===== src/rtl/secuenciador_registros_rtc_pkg.sv =====
// Shared register indices, FSM encoding and sequence table for the RTC register sequencer.
// Index values are what the data-block enable decoder and address/data muxes expect.
package rtc_ctrl_pkg;

  localparam logic [3:0] IDX_INIT   = 4'b0000;
  localparam logic [3:0] IDX_MS     = 4'b0001;
  localparam logic [3:0] IDX_CMD    = 4'b0010;
  localparam logic [3:0] IDX_FECHA0 = 4'b0011;
  localparam logic [3:0] IDX_FECHA1 = 4'b0100;
  localparam logic [3:0] IDX_FECHA2 = 4'b0101;
  localparam logic [3:0] IDX_HORA0  = 4'b0110;
  localparam logic [3:0] IDX_HORA1  = 4'b0111;
  localparam logic [3:0] IDX_HORA2  = 4'b1000;
  localparam logic [3:0] IDX_IDLE   = 4'b1111;

  localparam logic [3:0] INIT_PRIMERO = IDX_INIT;
  localparam logic [3:0] INIT_ULTIMO  = IDX_MS;
  localparam logic [3:0] RW_PRIMERO   = IDX_CMD;
  localparam logic [3:0] RW_ULTIMO    = IDX_HORA2;

  typedef enum logic [1:0] {REPOSO, EMITE, ESPERA, FIN} estado_t;

  typedef enum logic [1:0] {SEQ_INIT, SEQ_LECTURA, SEQ_ESCRITURA} secuencia_t;

  typedef struct packed {
    logic [3:0] primero;
    logic [3:0] ultimo;
    logic       escribe;
  } cfg_secuencia_t;

  function automatic cfg_secuencia_t cfg_secuencia(input secuencia_t s);
    cfg_secuencia_t c;
    case (s)
      SEQ_INIT:      c = '{primero: INIT_PRIMERO, ultimo: INIT_ULTIMO, escribe: 1'b1};
      SEQ_ESCRITURA: c = '{primero: RW_PRIMERO,   ultimo: RW_ULTIMO,   escribe: 1'b1};
      default:       c = '{primero: RW_PRIMERO,   ultimo: RW_ULTIMO,   escribe: 1'b0};
    endcase
    return c;
  endfunction

endpackage


===== src/rtl/secuenciador_registros_rtc_contador_timeout.sv =====
// Transaction watchdog: cleared by carga, counts while habilita, flags expira at TIMEOUT_CICLOS-1.
// Saturates at the limit so a stalled bus cannot wrap it back into a valid window.
module contador_timeout #(
  parameter int unsigned TIMEOUT_CICLOS = 1024
) (
  input  logic clk,
  input  logic reset,
  input  logic carga,
  input  logic habilita,
  output logic expira
);

  localparam int unsigned W = (TIMEOUT_CICLOS > 2) ? $clog2(TIMEOUT_CICLOS) : 1;
  localparam logic [W-1:0] LIMITE = W'(TIMEOUT_CICLOS - 1);

  logic [W-1:0] cuenta_q, cuenta_d;

  always_comb begin
    cuenta_d = cuenta_q;
    if (carga) begin
      cuenta_d = '0;
    end else if (habilita && (cuenta_q != LIMITE)) begin
      cuenta_d = cuenta_q + W'(1);
    end
  end

  always_ff @(posedge clk) begin
    if (!reset) begin
      cuenta_q <= '0;
    end else begin
      cuenta_q <= cuenta_d;
    end
  end

  assign expira = (cuenta_q == LIMITE);

endmodule


===== src/rtl/secuenciador_registros_rtc.sv =====
// Steps Selec_Mux_DDw through the init/read/write register lists, one bus transaction per index.
// Request to first inicio_transaccion is 2 cycles; each completion advances the index 2 cycles before the next start.
module secuenciador_registros_rtc
  import rtc_ctrl_pkg::*;
#(
  parameter int unsigned TIMEOUT_CICLOS = 1024,
  parameter bit          AUTO_INIT      = 1'b1
) (
  input  logic       clk,
  input  logic       reset,
  input  logic       start_init,
  input  logic       start_lectura,
  input  logic       start_escritura,
  input  logic       fin_transaccion,
  output logic [3:0] Selec_Mux_DDw,
  output logic       inicio_transaccion,
  output logic       escribe,
  output logic       ocupado,
  output logic       fin_secuencia,
  output logic       error_tiempo
);

  estado_t        estado_q, estado_d;
  logic [3:0]     idx_q, idx_d;
  logic [3:0]     ultimo_q, ultimo_d;
  logic           escribe_q, escribe_d;
  logic           ocupado_q, ocupado_d;
  logic           inicio_q, inicio_d;
  logic           fin_sec_q, fin_sec_d;
  logic           error_q, error_d;
  logic           pendiente_q, pendiente_d;
  logic           primer_q, primer_d;
  logic           carga, habilita, expira, lanzar;
  cfg_secuencia_t cfg;

  contador_timeout #(
    .TIMEOUT_CICLOS(TIMEOUT_CICLOS)
  ) u_timeout (
    .clk     (clk),
    .reset   (reset),
    .carga   (carga),
    .habilita(habilita),
    .expira  (expira)
  );

  always_comb begin
    estado_d    = estado_q;
    idx_d       = idx_q;
    ultimo_d    = ultimo_q;
    escribe_d   = escribe_q;
    ocupado_d   = ocupado_q;
    error_d     = error_q;
    pendiente_d = pendiente_q;
    inicio_d    = 1'b0;
    fin_sec_d   = 1'b0;
    primer_d    = 1'b0;
    carga       = 1'b0;
    habilita    = 1'b0;
    lanzar      = 1'b0;
    cfg         = cfg_secuencia(SEQ_LECTURA);

    // Writes arriving mid-sequence collapse into one pending request.
    if ((estado_q != REPOSO) && start_escritura) begin
      pendiente_d = 1'b1;
    end

    case (estado_q)
      REPOSO: begin
        idx_d     = IDX_IDLE;
        ocupado_d = 1'b0;
        if (start_init || (AUTO_INIT && primer_q)) begin
          lanzar = 1'b1;
          cfg    = cfg_secuencia(SEQ_INIT);
          if (start_escritura) pendiente_d = 1'b1;
        end else if (pendiente_q) begin
          lanzar      = 1'b1;
          cfg         = cfg_secuencia(SEQ_ESCRITURA);
          pendiente_d = 1'b0;
        end else if (start_escritura) begin
          lanzar = 1'b1;
          cfg    = cfg_secuencia(SEQ_ESCRITURA);
        end else if (start_lectura) begin
          lanzar = 1'b1;
          cfg    = cfg_secuencia(SEQ_LECTURA);
        end
        if (lanzar) begin
          estado_d  = EMITE;
          idx_d     = cfg.primero;
          ultimo_d  = cfg.ultimo;
          escribe_d = cfg.escribe;
          ocupado_d = 1'b1;
          error_d   = 1'b0;
        end
      end
      EMITE: begin
        carga    = 1'b1;
        inicio_d = 1'b1;
        estado_d = ESPERA;
      end
      ESPERA: begin
        habilita = 1'b1;
        if (fin_transaccion) begin
          if (idx_q == ultimo_q) begin
            estado_d  = FIN;
            fin_sec_d = 1'b1;
          end else begin
            idx_d    = idx_q + 4'd1;
            estado_d = EMITE;
          end
        end else if (expira) begin
          error_d   = 1'b1;
          estado_d  = REPOSO;
          idx_d     = IDX_IDLE;
          ocupado_d = 1'b0;
        end
      end
      FIN: begin
        estado_d  = REPOSO;
        idx_d     = IDX_IDLE;
        ocupado_d = 1'b0;
      end
      default: begin
        estado_d  = REPOSO;
        idx_d     = IDX_IDLE;
        ocupado_d = 1'b0;
      end
    endcase
  end

  always_ff @(posedge clk) begin
    if (!reset) begin
      estado_q    <= REPOSO;
      idx_q       <= IDX_IDLE;
      ultimo_q    <= IDX_IDLE;
      escribe_q   <= 1'b0;
      ocupado_q   <= 1'b0;
      inicio_q    <= 1'b0;
      fin_sec_q   <= 1'b0;
      error_q     <= 1'b0;
      pendiente_q <= 1'b0;
      primer_q    <= 1'b1;
    end else begin
      estado_q    <= estado_d;
      idx_q       <= idx_d;
      ultimo_q    <= ultimo_d;
      escribe_q   <= escribe_d;
      ocupado_q   <= ocupado_d;
      inicio_q    <= inicio_d;
      fin_sec_q   <= fin_sec_d;
      error_q     <= error_d;
      pendiente_q <= pendiente_d;
      primer_q    <= primer_d;
    end
  end

  assign Selec_Mux_DDw      = idx_q;
  assign inicio_transaccion = inicio_q;
  assign escribe            = escribe_q;
  assign ocupado            = ocupado_q;
  assign fin_secuencia      = fin_sec_q;
  assign error_tiempo       = error_q;

endmodule


===== config.mk =====
export PLATFORM = sky130hd
export DESIGN_NAME = secuenciador_registros_rtc
export DESIGN_NICKNAME = d
export VERILOG_FILES = /design/src/rtl/secuenciador_registros_rtc_pkg.sv /design/src/rtl/secuenciador_registros_rtc_contador_timeout.sv /design/src/rtl/secuenciador_registros_rtc.sv
export SDC_FILE = /design/constraint.sdc
export NUM_CORES = 1
export LEC_CHECK = 0
export CAP_MARGIN = 15
export CELL_PAD_IN_SITES_DETAIL_PLACEMENT = 0
export CELL_PAD_IN_SITES_GLOBAL_PLACEMENT = 1
export CORE_MARGIN = 5
export CORE_UTILIZATION = 35
export CTS_CLUSTER_SIZE = 30
export DETAILED_ROUTE_END_ITERATION = 8
export GPL_ROUTABILITY_DRIVEN = 0
export PLACE_DENSITY_LB_ADDON = 0.1
export SYNTH_ARGS = -nofsm -noshare
export SYNTH_HDL_FRONTEND = slang
export SYNTH_HIERARCHICAL = 1
export SYNTH_SLANG_ARGS = --single-unit

===== constraint.sdc =====
create_clock -name clk -period 4.3 [get_ports clk]
set_input_delay 1.075 -clock clk [delete_from_list [all_inputs] [get_ports clk]]
set_output_delay 1.075 -clock clk [all_outputs]
set_load 0.005 [all_outputs]

Yosys cells after proc, flatten, opt, wreduce, memory -nomap -nowiden:

Cells that the tools add are included.

* reduce and logical (&&, ||, !) cells: 14
* $add $sub $neg: 2
* bitwise operators: 1
* eq/ne operators: 11
* multiplexer cells: 35

Operators with widths (number)
* 1-bit 2-to-1 mux: 22
* 4-bit 2-to-1 mux: 4
* 4-bit case mux with 3 select lines: 1
* 10-bit by 1-bit adder with 10-bit output (second input constant): 1
* 10-bit == test (second input constant): 1
* 10-bit != test (second input constant): 1
* 3-bit AND reduction: 3
* 2-bit 2-to-1 mux: 4
* 2-bit case mux with 4 select lines: 1
* 7-bit 2-to-1 mux: 1
* 2-bit != test (second input constant): 3
* 3-bit != test (second input constant): 2
* 4-bit by 1-bit adder with 4-bit output (second input constant): 1
* 2-bit == test (second input constant): 2
* 4-bit == test: 1
* 2-bit AND reduction: 2
* 4-bit AND reduction: 1
* 2-bit nonzero test: 2
* 1-bit case mux with 3 select lines: 1
* 3-bit nonzero test: 1
* 2-bit by 1-bit == test with 1-bit output (second input constant): 1
* 1-bit logical AND: 2
* 2-bit logical NOT: 1
* 1-bit case mux with 2 select lines: 1
* 3 further kinds: 3

* output and inout port bits: 9
* register bits: 27
* logic and storage cells: 74
* input bits: 6

Depth between registers and ports, before layout:

Gate-level depths: netlist (run 1).

* depth after elaboration: 7
* mapped depth: 9
* gate-level depth less buffers: 7

By module:

The synthesis (run 1) kept the hierarchy.

Modules (own cells, without submodules)
* secuenciador_registros_rtc: instances 1, area each 772.0 um^2, sequential area each 320.3 um^2, cells each 86
* contador_timeout: instances 1, area each 684.4 um^2, sequential area each 200.2 um^2, cells each 71

Least setup slack after synthesis (run 1):

No wires, ideal clock.

* path type: input port to flip-flop
* start point: input port start_init
* end point: register ultimo_q[3]
* required time: 4170 ps
* arrival: 2123 ps
* setup time: 130 ps
* stages on the path: 4
* buffers on the path: 0
* setup slack: 2047 ps
* cell sequence: or4_4 > o21ba_2 > and3_4 > nand3b_1

* longest elaborated chain between the ends: 4
* elaborated cells on any way between the ends: 5
* classes of those cells: mux (3); reduce/logical (2)

RTL lines
* from (decl): RTL line secuenciador_registros_rtc.sv:11 `input logic start_init,`
* 1-bit logical OR *: RTL line secuenciador_registros_rtc.sv:71 `if (start_init || (AUTO_INIT && primer_q)) begin`
* 1-bit 2-to-1 mux: RTL line secuenciador_registros_rtc.sv:71
* 1-bit 2-to-1 mux: RTL line secuenciador_registros_rtc.sv:67 `case (estado_q)`
* 2-bit AND reduction (no source line)
* to (signal assigned): RTL line secuenciador_registros_rtc.sv:145 `ultimo_q <= ultimo_d;`
* to (decl): RTL line secuenciador_registros_rtc.sv:25 `logic [3:0] ultimo_q, ultimo_d;`

Mark *: on every way between the ends. The rest lies on a longest branch, timed or not. The select of a mux whose other input is x is not followed.
A chain may end at the register's enable or synchronous reset.

Final worst setup path (run 1):

* start point: input port start_init
* end point: register idx_q[2] (netlist: Selec_Mux_DDw[2])

* longest elaborated chain between the ends: 5

RTL lines
* 1-bit logical OR: RTL line secuenciador_registros_rtc.sv:71
* 1-bit 2-to-1 mux: RTL line secuenciador_registros_rtc.sv:71
* 1-bit 2-to-1 mux: RTL line secuenciador_registros_rtc.sv:67
* 4-bit 2-to-1 mux: RTL line secuenciador_registros_rtc.sv:86 `if (lanzar) begin`
* 4-bit case mux with 3 select lines: RTL line secuenciador_registros_rtc.sv:67
* to (signal assigned): RTL line secuenciador_registros_rtc.sv:144 `idx_q <= idx_d;`
* to (decl): RTL line secuenciador_registros_rtc.sv:24 `logic [3:0] idx_q, idx_d;`

Every way passes these cells. The select of a mux whose other input is x is not followed.

==> out/qor.yml, run 1 <==
synthesis:
  yosysSeqAreaShare: 0.3574
  synth_cell_types: 56
  synth_fp_nets: 165
  synth_most_common_cell: "dfxtp_1"
  ys_ff_latch: 26
  synthTopCellsByCount: "dfxtp_1, o21ai_0, nand2_1, a21oi_1, nor2_1"
  netlist_top_cells_area: "dfxtp_1, o21ai_0, a211oi_2"
  synth_area_mm2: 0.001456
  synthArstFlopShare: 0
  synth_top_area_share: 0.3574
  synth_cells: 157
  synth_edf_count: 0
  syn_avg_cell_area_um2: 9.276
  synthFlopType: "dfxtp_1"
  yosys.area.top_type: "dfxtp_1"
  synth_warnings: 6
place:
  hpwlAfterDp_mm: 2.470
  portBuffers: 14
cells_and_area:
  layout-drive-gt1-share: 0.1446
  antenna_cells: 0
  fin_nets: 176
  area_growth_pct: 11.60
worst_setup_path:
  rrSetupSlack_ns: 2.14
  r2r-start: "estado_q[1]"
  required_ns: 4.51
  cp.arrival_ns: 2.71
  crit_fanout: 5
  endpoint_kind: "flop"
  start_kind: "input port"
  crit_chain: "clkdlybuf4s50_1, or4_4, o21ba_2, o21ai_0, o32a_1"
  ff2ff_path_depth: 4
  crit_end: "Selec_Mux_DDw[2]"
  startpoint: "start_init"
  max_stage_delay_ns: 0.54
  path_class: "in2reg"
  crit_slowest_cell: "or4_4"
  r2r_end: "u_timeout/cuenta_q[7]"
sta:
  worstMarginPinSlew_ns: 0.8649
  rsz0062_at_grt: "false"
  hold_viol: 0
  fmax_mhz: 399.9
  slew_headroom: 0.4222
  holdWs_ns: 0.4833
  final.min_clock_period_ns: 2.501
  drv_slew: 0
  finalCritPeriodShare: 0.5816
  setup_viol: 0
  skew_ns: 0.004914
  fin_tns_setup_ns: 0
die:
  core-area_mm2: 0.004029
  start_util: 0.3615
  rows: 23
  fp.dieH_um: 74.51
  die_w_um: 74.51
  die-area_mm2: 0.005551
  ios: 15
drt:
  wl_per_cell_um: 15.38
  drt-pass1-iter-count: 4
  antenna_left: 0
  vias: 1214
  drc: 0
  drt_iter0_drc: 52
  routed_wl_mm: 3.323
  via_per_inst: 5.620
flow_run:
  max-cap-violations: 0
cts:
  clock-root-buffer: "clkbuf_8"
  cts_setup_buffers: 0
  clock-sinks: 26
  insertion_delay_ns: 0.27
  cts_max_path_buffers: 2
  cts_buffers: 3
  htree_num_levels: 1
  hold_buffers: 0
  cts_tree: "done"
  cts_resized: 0
  clkTransAtPathRegs_ns: 0.09
grt:
  grt_start_max_net_pins: 15
  met1_usage: 0.1542
  antenna_found_initial: 0
  met2_usage: 0.2380
  grt-ovfl-total: 0
  grt_pass1_wl_mm: 5.685
  busiest_layer: "met2"
  grt.total_usage: 0.1323
  grt_pass1_vias: 1269
  grt_use_met3: 0.01622
hold_path:
  hold_path_class: "reg2reg"
pwr:
  pwr_density_cell_mw_per_mm2: 329.1
  leakagePower_uw: 0.0005644
  peakVddDrop_mv: 0.1503
run_status:
  run_status: "finished clean"
==> stage by stage <==
stage	utilization	total power (µW)	setup slack, ns	cells	cell area [µm²]
final	0.4034	534.9	1.799	216	1625
after CTS	0.4034	542.2	1.819	216	1625
after floorplan	-	358.9	2.047	157	1456
after detailed placement	0.3932	403.8	1.540	213	1584
after global routing	0.4034	566.4	1.732	216	1625
after global placement	0.3932	403.0	1.537	213	1584
==> cell type report <==
cell class / instances / area, µm²
fill: 415 / 2404
multi-input combinational: 116 / 834.6
sequential: 26 / 520.5
timing repair buffer: 14 / 140.1
tap: 50 / 62.56
clock buffer: 3 / 41.29
inverter: 7 / 26.28
==> registers in the layout, indices dropped and copies added, names as in the netlist, 2 cells and up <==
register / flops
Selec_Mux_DDw: 4
estado_q: 2
u_timeout/cuenta_q: 10
ultimo_q: 3
==> cell usage in the layout (no fill, tap or decap), drive strengths merged, types with 4 or more instances in the layout <==
master | netlist | final
and3 | 10 | 10
a21oi | 9 | 9
o21ai | 13 | 13
nor3 | 4 | 4
dfxtp | 26 | 26
nand3 | 6 | 6
inv | 6 | 6
a211oi | 9 | 9
nand2 | 12 | 12
nor2 | 8 | 8
clkdlybuf4s50 | 0 | 14
==> cell families (layout without fill, tap and decap cells) <==
kind of cell             Yosys count  in the layout  share of synthesized area
AND/OR/NAND/NOR                   60             60                     0.2612
AO/OA/AOI/OAI                     50             50                     0.2689
flip-flops                        26             26                     0.3574
buffers and inverters             15             24                    0.06958
adder cells (fa/ha/maj)            2              2                    0.01718
XOR/XNOR                           2              2                    0.01203
multiplexers                       2              2                    0.01375
==> worst min path at each step <==
stage / start / endpoint / slack [ns] / cells after the start
finish: ocupado / ocupado / 0.48 / 2
detailed placement: ocupado / ocupado / 0.47 / 2
CTS: ocupado / ocupado / 0.49 / 2
floorplan: ultimo_q[2] / ultimo_q[2] / 0.45 / 2
global route: ocupado / ocupado / 0.51 / 2
global placement: ocupado / ocupado / 0.47 / 2
==> layer usage <==
metal / part of all wire / wire [µm]
met2: 0.52 / 1732
met3: 0.017 / 58
met4: 0.019 / 62
met1: 0.44 / 1470
met5: 0 / 0
==> worst max-delay path: cells and delay by family <==
| kind | cells | cell delay [ns] |
|---|---|---|
| buffers and inverters | 1 | 0.42 |
| and+or+nand+nor | 1 | 0.54 |
| AOI/OAI and AO/OA | 3 | 0.68 |
==> where the power goes <==
group | switching (µW) | total (µW) | internal, µW
Clock | 74.6 | 137 | 62.7
Sequential | 22.4 | 282 | 259
Combinational | 56.2 | 116 | 59.5
Total | 153 | 535 | 382
(Power assumes the default switching activity.)
==> inputs of run 2 (changes only) <==
==> constraint.sdc (replaced) <==
create_clock -name clk -period 2.59 [get_ports clk]
set_input_delay 0.6475 -clock clk [delete_from_list [all_inputs] [get_ports clk]]
set_output_delay 0.6475 -clock clk [all_outputs]
set_load 0.005 [all_outputs]
==> out/qor.yml, run 2 (same netlist as run 1, synthesis figures left out) <==
worst_setup_path:
  path_delay_family: "compound AO/OA/AOI/OAI gates"  # unchanged
  max_stage_delay_ns: 0.48  # was 0.54 ns
  r2r_end: "Selec_Mux_DDw[1]"  # was u_timeout/cuenta_q[7]
  cp.arrival_ns: 2.24  # was 2.71 ns
  crit_slowest_cell: "dfxtp_1"  # was or4_4
  rrSetupSlack_ns: 0.52  # was 2.14 ns
  crit_cells: 6  # was 5
  crit_chain: "and4_1, nand3_2, inv_1, nor2_1, a221o_2, a211o_1"  # was clkdlybuf4s50_1, or4_4, o21ba_2, o21ai_0, o32a_1
  endpoint_kind: "flop"  # unchanged
  crit_end: "Selec_Mux_DDw[1]"  # was Selec_Mux_DDw[2]
  path_class: "reg2reg"  # was in2reg
  start_kind: "flop"  # was input port
  required_ns: 2.76  # was 4.51 ns
  r2r-start: "u_timeout/cuenta_q[2]"  # was estado_q[1]
  crit_fanout: 9  # was 5
  ff2ff_path_depth: 6  # was 4
  timing.critical_path.buf_inv: 1  # unchanged
  startpoint: "u_timeout/cuenta_q[2]"  # was start_init
die:
  core-area_mm2: 0.004029  # unchanged
  fp.dieH_um: 74.51  # unchanged
  rows: 23  # unchanged
  start_util: 0.3615  # unchanged
  die_w_um: 74.51  # unchanged
  die-area_mm2: 0.005551  # unchanged
  ios: 15  # unchanged
sta:
  layout_setup_ws_ns: 0.5167  # was 1.799 ns
  final.min_clock_period_ns: 2.073
  skew_ns: 0.006908  # was 0.004914 ns
  fin_tns_setup_ns: 0  # unchanged
  rsz0062_at_grt: "false"  # unchanged
  hold_viol: 0  # unchanged
  slew_headroom: 0.7676  # was 0.4222
  finalCritPeriodShare: 0.8005
  drv_slew: 0  # unchanged
  worstMarginPinSlew_ns: 0.3440  # was 0.8649 ns
  setup_viol: 0  # unchanged
  fmax_mhz: 482.3
cts:
  clkTransAtPathRegs_ns: 0.09  # about the same
  cts_buffers: 3  # unchanged
  htree_num_levels: 1  # unchanged
  clock-sinks: 26  # unchanged
  hold_buffers: 0  # unchanged
  cts_resized: 0  # unchanged
  cts_tree: "done"  # unchanged
  clock-root-buffer: "clkbuf_8"  # unchanged
  cts_max_path_buffers: 2  # unchanged
  cts_setup_buffers: 0  # unchanged
  insertion_delay_ns: 0.27  # about the same
grt:
  grt_pass1_wl_mm: 5.678  # was 5.685 mm
  met1_usage: 0.1532  # was 0.1542
  grt_start_max_net_pins: 15  # unchanged
  grt.total_usage: 0.1314  # was 0.1323
  antenna_found_initial: 0  # unchanged
  grt_pass1_vias: 1242  # was 1,269
  met2_usage: 0.2410  # was 0.2380
  grt-ovfl-total: 0  # unchanged
  grt_use_met3: 0.02162  # was 0.01622
  busiest_layer: "met2"  # unchanged
cells_and_area:
  fin_nets: 180  # was 176
  fin_area_mm2: 0.001669  # was 0.001625 mm²
  top_register: "u_timeout/cuenta_q"  # unchanged
  antenna_cells: 0  # unchanged
  largest_reg_flops: 10  # unchanged
  nFillCells: 413  # was 415
  mostFrequentLayoutCells: "dfxtp_1, clkdlybuf4s50_1, o21ai_0, nand2_1"  # unchanged
  multi_input_area_um2: 834.6  # unchanged
  area_growth_pct: 14.60  # was 11.60%
  fin_util: 0.4143  # was 0.4034
  layout-drive-gt1-share: 0.1696  # was 0.1446
  seq_area_um2: 520.5  # unchanged
  final_common_cell: "dfxtp_1"  # unchanged
run_status:
  run_status: "finished clean"  # unchanged
place:
  portBuffers: 14  # unchanged
  placed_area_mm2: 0.001614  # was 0.001584 mm²
  hpwlAfterDp_mm: 2.537  # was 2.470 mm
  place_ws_ns: 0.2462  # was 1.540 ns
drt:
  routed_wl_mm: 3.383  # was 3.323 mm
  wl_per_cell_um: 15.31  # was 15.38 µm
  via_per_inst: 5.570  # was 5.620
  drt_iter0_drc: 70  # was 52
  vias: 1231  # was 1,214
  antenna_left: 0  # unchanged
  drt-pass1-iter-count: 4  # unchanged
  drc: 0  # unchanged
pwr:
  leakagePower_uw: 0.0005927  # was 0.0005644 µW
  power_uw: 930.1  # was 534.9 µW
  seq_power_share: 0.505  # was 0.527
  switching_share: 0.2815  # was 0.2864
  combPwrFrac: 0.211  # was 0.216
  peakVddDrop_mv: 0.2806  # was 0.1503 mV
  pwr_density_cell_mw_per_mm2: 557.3  # was 329.1 mW/mm²
  pwr-share-clk: 0.284  # was 0.257
  switching_power_uw: 261.8  # was 153.2 µW
  cell_internal_pwr_uw: 668.3  # was 381.7 µW
hold_path:
  holdPathStages: 2  # unchanged
  hold_path_class: "reg2reg"  # unchanged
flow_run:
  max-cap-violations: 0  # unchanged
==> run 2: cell types whose count changed in the layout (fill, tap and decap cells not counted), sizes merged <==
cell and delta:
buf +4, clkbuf +1
==> run 2: cell type report <==
class                      instances  share of cell area
clock buffer                       4             0.03298
inverter                           7             0.01574
multi-input combinational        116              0.5000
sequential                        26              0.3118
tap                               50             0.03748
timing repair buffer              18              0.1019
==> run 2: stage by stage <==
stage	instances	hold WS, ns
5_1_grt	221	0.5229
3_5_place_dp	217	0.4816
6_report	221	0.4923
3_3_place_gp	217	0.4713
4_1_cts	221	0.4946
2_1_floorplan	157	0.4531
==> run 2: worst min path at each step <==
stage,from,to,slack [ns]
detailed placement,ocupado,ocupado,0.48
CTS,ocupado,ocupado,0.49
finish,ultimo_q[2],ultimo_q[2],0.49
floorplan,ultimo_q[2],ultimo_q[2],0.45
global route,ocupado,ocupado,0.52
global placement,ocupado,ocupado,0.47
==> run 2: power by group through the flow <==
| stage | registers, µW | logic [µW] | clock network [µW] |
|---|---|---|---|
| 5_1_grt | 474 | 219 | 295 |
| 6_report | 470 | 196 | 264 |
| 2_1_floorplan | 464 | 131 | 0 |
| 3_3_place_gp | 477 | 196 | 0 |
| 4_1_cts | 469 | 199 | 278 |
| 3_5_place_dp | 478 | 198 | 0 |
==> run 2: worst register-to-register path: stages (launching register included) <==
cell     delay [ns]
dfxtp_1        0.48
and4_1         0.45
nand3_2        0.14
inv_1          0.09
nor2_1         0.05
a221o_2        0.46
a211o_1        0.30
==> run 2: per-layer routing <==
layer  wire length (µm)  up-vias
li1                   -      615
met1               1484      594
met2               1790       20
met3                 87        2
met4                 21        0
met5                  0        -
==> edit: new RTL, flow settings as in run 2 <==
`TIMEOUT_CICLOS` is set to 1024 in 2 places; all go to 256.
--- a/src/rtl/secuenciador_registros_rtc_contador_timeout.sv
+++ b/src/rtl/secuenciador_registros_rtc_contador_timeout.sv
@@ -2,5 +2,5 @@
 // Saturates at the limit so a stalled bus cannot wrap it back into a valid window.
 module contador_timeout #(
-  parameter int unsigned TIMEOUT_CICLOS = 1024
+  parameter int unsigned TIMEOUT_CICLOS = 256
 ) (
   input  logic clk,
--- a/src/rtl/secuenciador_registros_rtc.sv
+++ b/src/rtl/secuenciador_registros_rtc.sv
@@ -4,5 +4,5 @@
   import rtc_ctrl_pkg::*;
 #(
-  parameter int unsigned TIMEOUT_CICLOS = 1024,
+  parameter int unsigned TIMEOUT_CICLOS = 256,
   parameter bit          AUTO_INIT      = 1'b1
 ) (
Behaviour: same outputs for any inputs over 10 cycles, from zero or initial values and one cycle with reset low; that may be too few to reach the edited logic, so the function may still have changed.
==> edit against run 2 <==
- critical path depth is the same
- wire length shrank 17%
- area after synthesis shrank 18%
- non-clock buffer count shrank 3
- worst setup slack gained 0.076 ns
- total power shrank 15%
- design area shrank 16%
- sequential cell count shrank 2
- die area shrank 16%
==> edit: results (changes against run 2) <==
- Post-synthesis xor/xnor area fraction: 1.47% (+0.26 points)
* Start point of the critical path: u_timeout/cuenta_q[0]
- The critical-path maximum fanout is 5 (-4).
- P_leak: 0.522 nW (-12%)
* Transition at the pin with the smallest max-transition slack: 0.583 ns (+0.239 ns)
* Mean cell area of the mapped netlist: 8.79 um^2 (-5.3%)
- The first-pass GRT wire length came to 4.51 mm (-21%).
* Iteration-0 DRC count of the detailed router: 32 (-54%)
- Combinational group power: 185 uW (-6%)
* Fraction of final layout cells sized beyond drive strength 1: 9.33% (-7.6 points)
* Hold Path Origin: ocupado
* Ranking of synthesized cells by area: sky130_fd_sc_hd__dfxtp_1, sky130_fd_sc_hd__a21oi_1, sky130_fd_sc_hd__nand2_1
- Cell-internal power: 550 uW (-18%)
- The post-layout instance count excluding filler cells came to 196 (-11%).
- Post-Place Cells: 193 (-11%)
* Routing usage on met2: 24.0% (-0.14 points)
- The tree is rooted in a sky130_fd_sc_hd__clkbuf_4.
* Outcome: completed
* Largest net degree at the start of global routing: 13 (-2)
* Number of flip-flops in the largest register: 8 (-2)
* Peak supply drop: 0.214 mV (-24%)
- The clock-pin slew reported for the worst setup and hold paths after clock tree synthesis is 0.12 ns (+0.03 ns).
- Pre-CTS setup slack: 0.258 ns (+0.0116 ns)
* Synth Area in Adders: 2.09% (+0.38 points)
* Per-cell via count in the routed design: 5.51 (-1.1%)
- The area after detailed placement came to 1380 um^2 (-15%).
* Post-synth cell types: 48 (-14%)
- The power dissipated in sequential cells came to 435 uW (-7.4%).
* Detail Route met3 WL: 71 um (-18%)
* Complex-gate fraction of the synthesized area: 23.1% (-3.7 points)
* Routed met2 length: 1.44 mm (-19%)
- The sequential power share came to 55.2% (+4.7 points).
* Share of synthesized area spent on multiplexers: 2.51% (+1.1 points)
* CP max stage cell: sky130_fd_sc_hd__a221o_2
- Clock Skews: 0.00217 ns (-0.00474 ns)
- The number of nets in the final layout came to 160 (-11%).
-- edit: cell count changes after synthesis, sizes merged, moves of 2 or more --
| cell | before | now |
|---|---|---|
| buf | 6 | 2 |
| nand3 | 6 | 3 |
| a41oi | 2 | 0 |
| inv | 6 | 4 |
| nand2 | 12 | 14 |
| o21ai | 13 | 11 |
| dfxtp | 26 | 24 |
| o211ai | 2 | 0 |
| a211oi | 9 | 2 |
| a21oi | 9 | 11 |
-- edit: final cells by class --
cell class	instances	area (um^2)
fillers	361	1910
multi-input cells	103	674
flip-flops and latches	24	480
repair buffers	15	148
well taps	46	57.6
clock buffers	3	22.5
inverters	5	18.8
-- edit: worst paths after layout --
check | to | slack [ns] | cells past startpoint
setup reg to reg | Selec_Mux_DDw[1] | 0.59 | 6
hold reg to reg | ocupado | 0.50 | 2
setup / recovery | Selec_Mux_DDw[1] | 0.59 | 6
hold / removal | ocupado | 0.50 | 2
